### config.mk
export PLATFORM = sky130hd
export DESIGN_NAME = order_matcher
export DESIGN_NICKNAME = d
export VERILOG_FILES = /design/src/rtl/order_matcher_pkg.sv /design/src/rtl/order_matcher_book_scan.sv /design/src/rtl/order_matcher.sv
export SDC_FILE = /design/constraint.sdc
export NUM_CORES = 1
export LEC_CHECK = 0
export ABC_AREA = 1
export CORE_AREA = 2 2 158 160
export DETAILED_ROUTE_END_ITERATION = 8
export DIE_AREA = 0 0 160 162
export PLACE_DENSITY_LB_ADDON = 0.05
export SLEW_MARGIN = 10
export SYNTH_ARGS = -nofsm -noshare
export SYNTH_HDL_FRONTEND = slang
export SYNTH_HIERARCHICAL = 1
export SYNTH_SLANG_ARGS = --single-unit
### constraint.sdc
create_clock -name clk -period 10.23 [get_ports clk]
set_input_delay 1.023 -clock clk [delete_from_list [all_inputs] [get_ports clk]]
set_output_delay 1.023 -clock clk [all_outputs]
set_load 0.01 [all_outputs]
### src/rtl/order_matcher_pkg.sv
// Shared definitions for the order matching stage.
// Holds the side encodings, the empty-book price markers (also used by the
// spread stage), the FSM state type and the best-price scan direction.
package order_matcher_pkg;

    localparam logic       SIDE_BUY  = 1'b1;
    localparam logic       SIDE_SELL = 1'b0;

    localparam logic [7:0] EMPTY_BID = 8'h00;
    localparam logic [7:0] EMPTY_ASK = 8'hFF;

    typedef enum logic {
        ST_IDLE,
        ST_CHECK
    } state_t;

    typedef enum logic {
        SCAN_MAX,
        SCAN_MIN
    } scan_mode_t;

endpackage

### src/rtl/order_matcher_book_scan.sv
// book_scan: combinational best-price search over one side of the book.
// Ports:
//   valid     in   DEPTH        slot occupied flags
//   price     in   DEPTH x PW   slot prices
//   best      out  PW           max (SCAN_MAX) or min (SCAN_MIN) valid price;
//                               '0 / '1 respectively when no slot is valid
//   best_idx  out  IW           slot index of best; ties resolve to lowest index
//   non_empty out  1            at least one slot valid
module book_scan
    import order_matcher_pkg::*;
#(
    parameter int         DEPTH = 8,
    parameter int         PW    = 8,
    parameter scan_mode_t MODE  = SCAN_MAX
) (
    input  logic [DEPTH-1:0]         valid,
    input  logic [DEPTH-1:0][PW-1:0] price,
    output logic [PW-1:0]            best,
    output logic [$clog2(DEPTH)-1:0] best_idx,
    output logic                     non_empty
);

    localparam int IW = $clog2(DEPTH);

    // Scan upward and replace only on a strictly better price, so the
    // lowest index wins among equal prices.
    always_comb begin
        best      = (MODE == SCAN_MAX) ? '0 : '1;
        best_idx  = '0;
        non_empty = 1'b0;
        for (int unsigned i = 0; i < DEPTH; i++) begin
            if (valid[i]) begin
                if (!non_empty ||
                    ((MODE == SCAN_MAX) ? (price[i] > best) : (price[i] < best))) begin
                    best     = price[i];
                    best_idx = IW'(i);
                end
                non_empty = 1'b1;
            end
        end
    end

endmodule

### src/rtl/order_matcher.sv
// order_matcher: unit-quantity limit order book with cross detection.
// Ports:
//   clk, reset_n            clock, asynchronous active-low reset
//   order_valid/side/price  order offer (side 1 = buy); prices 0 and all-ones reserved
//   order_ready             high in IDLE; order taken when valid & ready
//   order_reject            1-cycle pulse: last accepted order dropped
//   match_signal            1-cycle pulse: a trade occurred
//   buy_price, sell_price   bid/ask of the last trade, held between trades
//   best_bid, best_ask      current best resting prices (0 / all-ones when empty)
//   bid_count, ask_count    resting orders per side
//   match_count             saturating trade counter
module order_matcher
    import order_matcher_pkg::*;
#(
    parameter int DEPTH = 8,
    parameter int PW    = 8,
    parameter int CW    = 16
) (
    input  logic          clk,
    input  logic          reset_n,
    input  logic          order_valid,
    input  logic          order_side,
    input  logic [PW-1:0] order_price,
    output logic          order_ready,
    output logic          order_reject,
    output logic          match_signal,
    output logic [PW-1:0] buy_price,
    output logic [PW-1:0] sell_price,
    output logic [PW-1:0] best_bid,
    output logic [PW-1:0] best_ask,
    output logic [4:0]    bid_count,
    output logic [4:0]    ask_count,
    output logic [CW-1:0] match_count
);

    localparam int IW = $clog2(DEPTH);

    state_t                   state;
    logic [DEPTH-1:0]         bid_valid, ask_valid;
    logic [DEPTH-1:0][PW-1:0] bid_price, ask_price;
    logic [IW-1:0]            bid_idx, ask_idx;
    logic [IW-1:0]            bid_free, ask_free;
    logic                     bid_ne, ask_ne;
    logic                     side_full, reserved, accept;

    book_scan #(.DEPTH(DEPTH), .PW(PW), .MODE(SCAN_MAX)) u_bid_scan (
        .valid     (bid_valid),
        .price     (bid_price),
        .best      (best_bid),
        .best_idx  (bid_idx),
        .non_empty (bid_ne)
    );

    book_scan #(.DEPTH(DEPTH), .PW(PW), .MODE(SCAN_MIN)) u_ask_scan (
        .valid     (ask_valid),
        .price     (ask_price),
        .best      (best_ask),
        .best_idx  (ask_idx),
        .non_empty (ask_ne)
    );

    // Lowest free slot per side (scanned from the top so the lowest sticks),
    // plus popcounts of the valid bits.
    always_comb begin
        bid_free  = '0;
        ask_free  = '0;
        bid_count = '0;
        ask_count = '0;
        for (int unsigned i = 0; i < DEPTH; i++) begin
            if (!bid_valid[DEPTH-1-i]) bid_free = IW'(DEPTH-1-i);
            if (!ask_valid[DEPTH-1-i]) ask_free = IW'(DEPTH-1-i);
            bid_count = bid_count + 5'(bid_valid[i]);
            ask_count = ask_count + 5'(ask_valid[i]);
        end
    end

    assign side_full = (order_side == SIDE_BUY) ? (&bid_valid) : (&ask_valid);
    assign reserved  = (order_price == '0) || (order_price == '1);
    assign accept    = order_valid && order_ready;

    always_ff @(posedge clk or negedge reset_n) begin
        if (!reset_n) begin
            state        <= ST_IDLE;
            order_ready  <= 1'b0;
            order_reject <= 1'b0;
            match_signal <= 1'b0;
            buy_price    <= '0;
            sell_price   <= '1;
            match_count  <= '0;
            bid_valid    <= '0;
            ask_valid    <= '0;
            bid_price    <= '0;
            ask_price    <= '0;
        end else begin
            order_reject <= 1'b0;
            match_signal <= 1'b0;
            case (state)
                ST_IDLE: begin
                    order_ready <= 1'b1;
                    if (accept) begin
                        if (reserved || side_full) begin
                            order_reject <= 1'b1;
                        end else begin
                            if (order_side == SIDE_BUY) begin
                                bid_valid[bid_free] <= 1'b1;
                                bid_price[bid_free] <= order_price;
                            end else begin
                                ask_valid[ask_free] <= 1'b1;
                                ask_price[ask_free] <= order_price;
                            end
                            state       <= ST_CHECK;
                            order_ready <= 1'b0;
                        end
                    end
                end
                ST_CHECK: begin
                    if (bid_ne && ask_ne && (best_bid >= best_ask)) begin
                        bid_valid[bid_idx] <= 1'b0;
                        ask_valid[ask_idx] <= 1'b0;
                        buy_price          <= best_bid;
                        sell_price         <= best_ask;
                        match_signal       <= 1'b1;
                        if (match_count != '1) match_count <= match_count + 1'b1;
                    end
                    state       <= ST_IDLE;
                    order_ready <= 1'b1;
                end
            endcase
        end
    end

endmodule

==> impl_metrics.ini <==
[synth]
synth_cell_types = 46
synth_edf_count = 0
yosysSeqAreaShare_pct = 34.5
syn_avg_cell_area_sq_um = 7.05
synth_flop_cell = dfrtp_1
synth_top_area_share_pct = 32.9
synthArstFlopShare_pct = 100
syn-cell-area_sq_um = 13100
synth_area_leaders = dfrtp_1 (33%), nand2_1 (19%), ha_1 (10%)
synthTopCellsByCount = nand2_1 (653), inv_1 (214), o21ai_0 (195)
syn_inst = 1854
yosysTopAreaCell = dfrtp_1
yosysMostFrequentCell = nand2_1
ys_warn_count = 6
yosys_register_bits = 180

[global_routing]
grt_usage_pct = 32.8
grt_pass1_wl_um = 67800
grt_pass1_vias = 13233
antenna_found_initial = 1
grt_overflow = 0
grt_start_max_net_pins = 79

[routing]
via_per_inst = 5.47
drtPass1Iterations = 6
drt-initial-drc-count = 1152
drc = 0
wl_per_cell_um = 17.2
ant_nets = 0
routed_wl_um = 43800
vias = 13877

[placement]
preCtsSetupSlack_ps = -979
routabilityCongestion = 0.917
place_inst = 2413
placement.io_buffers = 70
hpwlAfterDp_um = 28300

[outcome]
run_status = complete, but fails checks
violations = setup timing

[timing]
finalSetupViolations = 65
drv_slew = 0
max-slew-margin-rel_pct = 31.9
finalWorstSetupSlack_ps = -776
grt_setup_unrepaired = yes
fin_skew_ps = 10.1
min_period_ps = 11010
finalCritPeriodShare_pct = 108
hold_viol_final = 0
worst_pin_slew_ps = 1020
max_clock_freq_ghz = 0.0909

[critical_path]
required_ps = 9210
cp_common_cell = nand2_1
slowest_delay_ps = 430
start_kind = register
critPathKind = reg -> out
crit_path_top_delay_cell = dfrtp_2
crit_path_max_fanout = 8
arrival_ps = 9980
cp-end-kind = output port

[die]
fp.dieArea_sq_um = 25900
rows = 57
core_sq_um = 24100
die_w_um = 160
ios = 73
die_h_um = 162
start_util_pct = 54.2

[cells_and_area]
finalCoreUtilization_pct = 78.2
fin_nets = 2326
final_cells = 2538
layout-drive-gt1-share_pct = 34.0
area_growth_pct = 44.2

[clocking]
clk_pin_slew_ps = 80
root_buffer = clkbuf_16
cts_hold_buf = 0
cts.htree.levels = 4
worstSkewPairLatency_ps = 440
cts_buffers = 17
clk_path_buf_depth = 2
cts_tree = built
cts_num_sinks = 180

[run]
cap_violations = 0

[min_path]
hp-class = reg -> reg
[critical path: cells and delay by family, from the launching register on]
family / cells / cell delay [ps]
adders and majority gates: 7 / 1870
and+or+nand+nor: 48 / 4400
buffers and inverters: 14 / 1540
AOI/OAI and AO/OA: 11 / 1330
DFF: 1 / 430
[state kept, by name, summed over array words and instances, names as in the netlist]
| register | count |
|---|---|
| match_signal | 1 |
| match_count | 16 |
| buy_price | 8 |
| bid_price | 64 |
| order_reject | 1 |
| state | 1 |
| order_ready | 1 |
| ask_valid | 8 |
| bid_valid | 8 |
| ask_price | 64 |
| sell_price | 8 |
[metal layers]
metal  vias to the layer above  global-route usage [%]  share of wire (%)
li1                       6688                       -                  -
met4                         2                    9.91                2.6
met1                      6604                    43.3                 42
met5                         -                       0              0.030
met3                        88                    4.16                6.2
met2                       495                    56.9                 49
[area by class of cell]
type / instances / area (sq um)
flip-flops and latches: 180 / 4520
clock inverters: 15 / 166
well taps: 324 / 405
repair buffers: 369 / 3190
clock buffers: 17 / 425
inverters: 225 / 877
diodes: 2 / 5.00
multi-input cells: 1406 / 9260
fillers: 1705 / 5260
[path summary, 6_finish.rpt]
check                      slack, ps  cells after the start                      start                          to
min in group asynchronous        530                      1                    reset_n    buy_price[7]$_DFFE_PN0P_
min reg2reg                      470                      2  sell_price[0]$_DFFE_PN1P_   sell_price[0]$_DFFE_PN1P_
max in group asynchronous       7710                      3                    reset_n   bid_price[44]$_DFFE_PN0P_
max                             -780                     80   bid_valid[0]$_DFFE_PN0P_                 best_bid[2]
max reg2reg                     -730                     92   bid_valid[0]$_DFFE_PN0P_  match_count[9]$_DFFE_PN0P_
min                              470                      2  sell_price[0]$_DFFE_PN1P_   sell_price[0]$_DFFE_PN1P_
[cells in the final DEF (no fill, tap or decap), types with 41 or more instances in the layout]
cell	instances
ha_1	62
buf_4	257
inv_1	191
nand2_2	98
nand2_4	57
dfrtp_1	171
o21ai_2	41
nand3_1	108
nand2_1	549
o21ai_0	124
nor2_1	75
buf_6	48
clkdlybuf4s50_1	53
[cells by family (layout without fill, tap and decap cells)]
group / count (synthesis) / count (layout) / share of synthesized area (%)
flops: 180 / 180 / 34.5
compound gates: 287 / 287 / 11.9
buf+inv: 275 / 626 / 8.39
fa+ha+maj: 115 / 115 / 11.5
other cells: 1 / 4 / 0.0287
xor+xnor: 15 / 15 / 1.01
simple gates: 981 / 987 / 32.7
[timing repair]
item,4_1_cts,5_1_grt
resized for setup,355,201
endpoints found under the setup margin,65,65
pin swaps,100,147
buffers inserted,59,28
cloned,6,0
[stage by stage]
step           hold WS (ps)  area, sq um  TNS [ps]
3_3_place_gp            458        15600    -35410
5_1_grt                 485        18800    -86950
3_5_place_dp            469        15600    -55970
6_report                471        18800    -40070
2_1_floorplan           450        13200         0
4_1_cts                 472        17700    -16380
Power is not shown: default switching activity piles up to over one toggle a cycle in this logic, so the estimate is an artifact.
